File: src/rtl/mp_add_seq.sv
// mp_add_seq
// ----------
// Sequential multi-precision adder/subtractor. A single Width-bit
// carry-lookahead adder is time-shared across the Words words of an
// operation. Operand words arrive least-significant first through a
// valid/ready input handshake. Result words leave through a valid/ready
// output handshake with one cycle of latency. The carry chains from word to
// word through a carry register.
//
// Configuration macro: MP_ADD_SEQ_SUB_EN
//   defined   : sub_i selects subtraction (A + ~B + 1). A final carry_o of 1
//               means no borrow.
//   undefined : sub_i is ignored. Every operation is an add with carry-in 0.
//
// Ports
//   clk_i        clock, rising edge
//   rst_i        synchronous active-high reset
//   start_i      begin an operation (sampled in IDLE only)
//   sub_i        0 = add, 1 = subtract (sampled with start_i)
//   in_valid_i   operand word pair valid
//   in_ready_o   operand word pair accepted
//   a_i, b_i     operand words, LSW first
//   out_valid_o  result word valid
//   out_ready_i  downstream accepts result word
//   result_o     result word
//   last_o       final result word marker
//   carry_o      final carry, only with last_o
//   busy_o       operation in progress (any state but IDLE)

module mp_add_seq #(
  parameter int Width = 4,
  parameter int Words = 4
) (
  input  logic             clk_i,
  input  logic             rst_i,
  input  logic             start_i,
  input  logic             sub_i,
  input  logic             in_valid_i,
  output logic             in_ready_o,
  input  logic [Width-1:0] a_i,
  input  logic [Width-1:0] b_i,
  output logic             out_valid_o,
  input  logic             out_ready_i,
  output logic [Width-1:0] result_o,
  output logic             last_o,
  output logic             carry_o,
  output logic             busy_o
);

  localparam int CntW = (Words > 1) ? $clog2(Words) : 1;
  localparam logic [CntW-1:0] LastCnt = CntW'(Words - 1);

  typedef enum logic [1:0] {IDLE, RUN, DRAIN} state_t;

  state_t            state_q, state_d;
  logic [CntW-1:0]   cnt_q, cnt_d;
  logic              carry_q, carry_d;
  logic [Width-1:0]  result_q, result_d;
  logic              out_valid_q, out_valid_d;
  logic              last_q, last_d;
  logic              carry_out_q, carry_out_d;

`ifdef MP_ADD_SEQ_SUB_EN
  logic              op_q, op_d;
`else
  logic              sub_unused;
  assign sub_unused = sub_i;
`endif

  logic [Width-1:0]  cla_b, gen, prop, sum;
  logic [Width:0]    cy;
  logic              la_acc, la_chain;
  logic              in_xfer, out_xfer;

  // Carry-lookahead adder shared by every word. Each carry is built directly
  // from the generate/propagate terms of all lower bits and the carry-in.
  // It is not rippled from the carry just below it. For subtraction, B is
  // inverted and the carry register starts at 1, which forms the two's
  // complement.
  always_comb begin
`ifdef MP_ADD_SEQ_SUB_EN
    cla_b = op_q ? ~b_i : b_i;
`else
    cla_b = b_i;
`endif
    gen      = a_i & cla_b;
    prop     = a_i ^ cla_b;
    cy       = '0;
    cy[0]    = carry_q;
    la_acc   = 1'b0;
    la_chain = 1'b0;
    for (int i = 0; i < Width; i++) begin
      la_acc   = gen[i];
      la_chain = prop[i];
      for (int j = i - 1; j >= 0; j--) begin
        la_acc   = la_acc | (la_chain & gen[j]);
        la_chain = la_chain & prop[j];
      end
      cy[i+1] = la_acc | (la_chain & cy[0]);
    end
    sum = prop ^ cy[Width-1:0];
  end

  assign in_ready_o = (state_q == RUN) && (!out_valid_q || out_ready_i);
  assign in_xfer    = in_valid_i && in_ready_o;
  assign out_xfer   = out_valid_q && out_ready_i;

  // Next-state and datapath control. The state transitions are decided in
  // the case statement. The output register then either loads a new word
  // (input transfer) or empties (output transfer only). When both happen in
  // one cycle, the new word replaces the old one with no bubble.
  always_comb begin
    state_d     = state_q;
    cnt_d       = cnt_q;
    carry_d     = carry_q;
    result_d    = result_q;
    out_valid_d = out_valid_q;
    last_d      = last_q;
    carry_out_d = carry_out_q;
`ifdef MP_ADD_SEQ_SUB_EN
    op_d        = op_q;
`endif

    case (state_q)
      IDLE: begin
        if (start_i) begin
          state_d = RUN;
          cnt_d   = '0;
`ifdef MP_ADD_SEQ_SUB_EN
          carry_d = sub_i;
          op_d    = sub_i;
`else
          carry_d = 1'b0;
`endif
        end
      end
      RUN: begin
        if (in_xfer && (cnt_q == LastCnt)) state_d = DRAIN;
      end
      DRAIN: begin
        if (out_xfer && last_q) state_d = IDLE;
      end
      default: state_d = IDLE;
    endcase

    if (in_xfer) begin
      result_d    = sum;
      out_valid_d = 1'b1;
      carry_d     = cy[Width];
      cnt_d       = cnt_q + CntW'(1);
      last_d      = (cnt_q == LastCnt);
      carry_out_d = (cnt_q == LastCnt) ? cy[Width] : 1'b0;
    end else if (out_xfer) begin
      out_valid_d = 1'b0;
      last_d      = 1'b0;
      carry_out_d = 1'b0;
    end
  end

  // State and datapath registers. Reset has priority over every input and
  // aborts any operation in progress.
  always_ff @(posedge clk_i) begin
    if (rst_i) begin
      state_q     <= IDLE;
      cnt_q       <= '0;
      carry_q     <= 1'b0;
      result_q    <= '0;
      out_valid_q <= 1'b0;
      last_q      <= 1'b0;
      carry_out_q <= 1'b0;
`ifdef MP_ADD_SEQ_SUB_EN
      op_q        <= 1'b0;
`endif
    end else begin
      state_q     <= state_d;
      cnt_q       <= cnt_d;
      carry_q     <= carry_d;
      result_q    <= result_d;
      out_valid_q <= out_valid_d;
      last_q      <= last_d;
      carry_out_q <= carry_out_d;
`ifdef MP_ADD_SEQ_SUB_EN
      op_q        <= op_d;
`endif
    end
  end

  assign out_valid_o = out_valid_q;
  assign result_o    = result_q;
  assign last_o      = last_q;
  assign carry_o     = carry_out_q;
  assign busy_o      = (state_q != IDLE);

endmodule

File: config.mk
export PLATFORM = sky130hd
export DESIGN_NAME = mp_add_seq
export DESIGN_NICKNAME = d
export VERILOG_FILES = /design/src/rtl/mp_add_seq.sv
export SDC_FILE = /design/constraint.sdc
export NUM_CORES = 1
export LEC_CHECK = 0
export ABC_AREA = 0
export CELL_PAD_IN_SITES_DETAIL_PLACEMENT = 1
export CELL_PAD_IN_SITES_GLOBAL_PLACEMENT = 1
export CORE_ASPECT_RATIO = 1.2
export CORE_MARGIN = 2
export CORE_UTILIZATION = 34
export DETAILED_ROUTE_END_ITERATION = 8
export GPL_TIMING_DRIVEN = 1
export PLACE_DENSITY = 0.9
export SLEW_MARGIN = 0
export SYNTH_ARGS = -nofsm -noshare
export SYNTH_HDL_FRONTEND = slang
export SYNTH_SLANG_ARGS = --single-unit
export TNS_END_PERCENT = 1
File: constraint.sdc
create_clock -name clk_i -period 3 [get_ports clk_i]
set_input_delay 0.45 -clock clk_i [delete_from_list [all_inputs] [get_ports clk_i]]
set_output_delay 0.45 -clock clk_i [all_outputs]
set_load 0.03 [all_outputs]
## After elaboration in Yosys (flattened, before gate mapping)

Index checks and enable logic that the tools add are counted.

- Output and inout port bits: 9
- Word-level logic and storage cells: 72
- Register bits after elaboration: 12

- Bitwise gates (word level): 29
- Muxes and demuxes: 15
- Eq/ne operators: 6
- Add/sub/neg operators: 1
- Reductions and logical operators: 14

Operators by type and width:

| cell | number |
|---|---|
| $and A1 B1 Y1 | 16 |
| $mux W2 | 6 |
| $or A1 B1 Y1 | 10 |
| $mux W1 | 8 |
| $reduce_bool A2 Y1 | 4 |
| $xor A4 B4 Y4 | 2 |
| $pmux W2 S3 | 1 |
| $logic_and A1 B1 Y1 | 5 |
| $and A4 B4 Y4 | 1 |
| $eq A2 B2 Y1 const B | 2 |
| $ne A2 B2 Y1 const B | 2 |
| $reduce_and A3 Y1 | 1 |
| $add A2 B1 Y2 const B | 1 |
| $eq A2 B1 Y1 const B | 1 |
| $logic_not A2 Y1 | 1 |
| $ne A2 B1 Y1 const B | 1 |
| $reduce_and A2 Y1 | 1 |
| $logic_not A1 Y1 | 1 |
| $logic_or A1 B1 Y1 | 1 |

## Longest topological paths before layout

- Word-level depth: 8
- Depth in mapped cells: 5
- Depth with buffers taken out: 5

## Least setup slack after synthesis

OpenSTA, ideal clock, no wires.

- Path type: input-to-reg
- Start point: input port a_i[0]
- End point: register carry_q
- Path slack: 1421 ps
- Required time: 2865 ps
- Path buffers: 0
- Data arrival time: 1444 ps
- Cell stages on the path: 5
- Library setup time: 135 ps
- Cells stage by stage: ha_1 a211oi_1 o21bai_1 a211oi_1 a211oi_1

- Cells in the longest elaborated chain, start to end: 5
- Elaborated cells between the ends (all ways): 8
- Classes of those cells: mux (1); bitwise (7)

RTL lines:

| what | line | RTL |
|---|---|---|
| start, declared | 40 | `input logic [Width-1:0] a_i,` |
| $and A4 B4 Y4 or $xor A4 B4 Y4 (tied branches) | 86, 87 |  |
| $and A1 B1 Y1, on equally long branches | 96, 97 |  |
| $or A1 B1 Y1 or $and A1 B1 Y1 (tied branches) | 96, 99 |  |
| $or A1 B1 Y1 * | 99 | `cy[i+1] = la_acc \| (la_chain & cy[0]);` |
| $mux W1 * | 146 | `if (in_xfer) begin` |
| end signal, assigned | 177 | `carry_q <= carry_d;` |
| end, declared | 57 | `logic carry_q, carry_d;` |

Every way passes the cells marked *; elsewhere a longest branch is shown, timed or not.
A chain may end at the register's enable or synchronous reset.

## Final worst setup path

- Start point: input port out_ready_i
- End point: output port in_ready_o

- Cells in the longest elaborated chain, start to end: 2

RTL lines:

| what | line | RTL |
|---|---|---|
| start, declared | 43 | `input logic out_ready_i,` |
| $logic_or A1 B1 Y1 | 104 | `assign in_ready_o = (state_q == RUN) && (!out_valid_q \|\| out_ready_i);` |
| $logic_and A1 B1 Y1 | 104 |  |
| end, declared | 39 | `output logic in_ready_o,` |

No other way between the ends.

==> flow_summary.toml <==
[place]
dpl.hpwl_mm = 1.192
port_buffers = 21
dpl_worst_slack_ps = 672.5
dp.cells = 109
gp_congestion = 0.6934

[layout]
n_antenna_cell = 0
fillers = 232
drive_above_1_share = 0.1398
fin_nets = 115
syn_to_final_growth_pct = 34.19
final_cells = 112

[synth]
yosys-top-cells-area = "dfxtp_1 (35%), ha_1 (9.1%), a211oi_1 (5.5%), a21oi_1 (4.4%), nand2_1 (3.8%)"
synthDistinctLibCells = 32
syn_avg_cell_area_um2 = 9.506
synth_top_area_cell = "dfxtp_1"
async_reset_ff_frac = 0
synthDominantCellAreaShare = 0.3510
syn-cell-area_um2 = 684.4
synth_fp_nets = 92
synthTopCellsByCount = "dfxtp_1 (12), nand2_1 (7), a21oi_1 (6), a211oi_1 (5), ha_1 (5)"
ys.warnings.count = 0
synth-seq-area-share = 0.3510
synth_most_common_cell = "dfxtp_1"
synth_top_flop_cell = "dfxtp_1"
ys_ff_latch = 12
syn_inst = 72
synth_edf_count = 0

[setup_path]
path_max_fanout = 4
r2r_slack_ps = 1440
r2r_cells = 4
cp.required_ps = 2550
start_kind = "input pin"
r2r_end = "result_o[3]"
cp.arrival_ps = 1880
path_class = "in -> out"
crit_path_end_kind = "output pin"
reg2reg_from = "state_q[0]"

[floorplan]
initial_core_util = 0.3656
fp.dieArea_mm2 = 0.002389
fp.coreArea_mm2 = 0.001872
num_rows = 17
pin_count = 23
die_y_um = 53.15
die_x_um = 44.96

[clock_tree]
post_cts_buffers = 0
clockBufferDepth = 2
htree_levels = 1
cts_root_buf = "clkbuf_4"
cts_tree = "done"
insertion_delay_ps = 280
numCtsBuffers = 3
clkTransAtPathRegs_ps = 70
post_cts_resized = 0
cts_sinks = 12
ctsHoldBuffers = 0

[sta]
fin_crit_sh = 0.7762
tns_ps = 0
max_slew_margin = 0.5863
fin_ws_ps = 671.3
slew_violations = 0
max_clock_freq_mhz = 429.4
holdWs_ps = 460.5
clock_skew_ps = 1.598
period_needed_ps = 2329
grt_setup_unrepaired = "no"
tightest_slew_ps = 618.5
final_hold_viol_count = 0
setup_viol_count_final = 0

[worst_hold_path]
hp-start = "result_o[1]"
hold_depth = 2
hold_end = "result_o[1]"
holdCritPathClass = "reg -> reg"

[pwr]
p_sw_frac = 0.2894
switchingPower_uw = 105.2
power.share.clock = 0.280
power.density_mw_per_mm2 = 395.9
ir_drop_v = 0.0001994
p_leak_uw = 0.0003501
seq_power_share = 0.470
internal_power_uw = 258.4
combinationalPowerShare = 0.250

[grt]
grt_pass1_wl_mm = 2.477
antenna_found_initial = 0
first_global_vias = 608
grt_usage = 0.1429
grt_max_degree = 17
grt_overflow = 0

[detailed_routing]
drc = 0
drt-pass1-iter-count = 4
post_drt_via_cell_ratio = 5.518
routed_wirelength_mm = 1.518
drt_iter0_markers = 9
route.detailed.wl_per_inst_um = 13.55
drtAntennaViolNets = 0
vias = 618

[outcome]
status = "finished clean"

[flow_run]
max-cap-violations = 0
-- stage by stage --
step	util	power, uW	cell area (um^2)
6_report	0.4906	363.6	918.4
5_1_grt	0.4906	382.3	918.4
4_1_cts	0.4906	367.7	918.4
3_5_place_dp	0.4786	266.4	895.9
3_3_place_gp	0.4786	263.0	895.9
2_1_floorplan	-	229.7	684.4
-- per-layer routing --
layer | up-vias | share of wire | global-route usage
met1 | 290 | 0.42 | 0.1573
li1 | 307 | - | -
met2 | 19 | 0.52 | 0.2643
met4 | 0 | 0.014 | 0.04412
met3 | 2 | 0.047 | 0.03072
met5 | - | 0 | 0
-- power groups by stage --
| stage | Sequential, uW | Combinational [uW] | Clock, uW |
|---|---|---|---|
| finish | 171 | 90.9 | 102 |
| global route | 172 | 99.9 | 111 |
| CTS | 171 | 92.3 | 105 |
| detailed placement | 175 | 91.8 | 0 |
| global placement | 174 | 88.7 | 0 |
| floorplan | 182 | 47.9 | 0 |
-- critical path, cell delays in order --
cell,delay (ps)
clkdlybuf4s50_1,500
nand2b_4,150
and2_2,130
clkdlybuf4s50_1,650
-- registers in the layout (all words and copies together) (netlist names) --
| name | count |
|---|---|
| carry_o | 1 |
| carry_q | 1 |
| cnt_q | 2 |
| last_o | 1 |
| out_valid_o | 1 |
| result_o | 4 |
| state_q | 2 |
-- cells by family after synthesis --
kind of cell / share of synthesized area
compound gates: 0.2121
xor+xnor: 0.01280
fa+ha+maj: 0.1207
buf+inv: 0.05484
flops: 0.3510
mux: 0.01645
simple gates: 0.2322
-- area by class of cell --
cell class,count,area [um^2],share of cell area
multi-input combinational,53,406.6,0.4428
sequential,12,240.2,0.2616
timing repair buffer,21,210.2,0.2289
tap,19,23.77,0.02589
clock buffer,3,22.52,0.02452
inverter,4,15.01,0.01635
-- how the worst max path moves through the flow --
| stage | startpoint | endpoint | cells past startpoint |
|---|---|---|---|
| 2_1_floorplan | a_i[0] | carry_q | 5 |
| 6_report | out_ready_i | in_ready_o | 4 |
| 5_1_grt | out_ready_i | in_ready_o | 4 |
| 3_5_place_dp | out_ready_i | in_ready_o | 4 |
| 4_1_cts | out_ready_i | in_ready_o | 4 |
| 3_3_place_gp | out_ready_i | in_ready_o | 4 |
-- layout by cell type, fill, tap and decap left out, drive strengths merged, types with 2 or more instances in the layout --
master | Yosys | layout
a211oi | 5 | 5
a21oi | 6 | 6
clkbuf | 1 | 3
clkdlybuf4s50 | 0 | 21
dfxtp | 12 | 12
ha | 5 | 5
inv | 4 | 4
nand2 | 7 | 7
nand3 | 4 | 4
nand3b | 2 | 2
nor2 | 3 | 3
o21ai | 2 | 2
No activity file was read; power rests on OpenSTA's default activity.
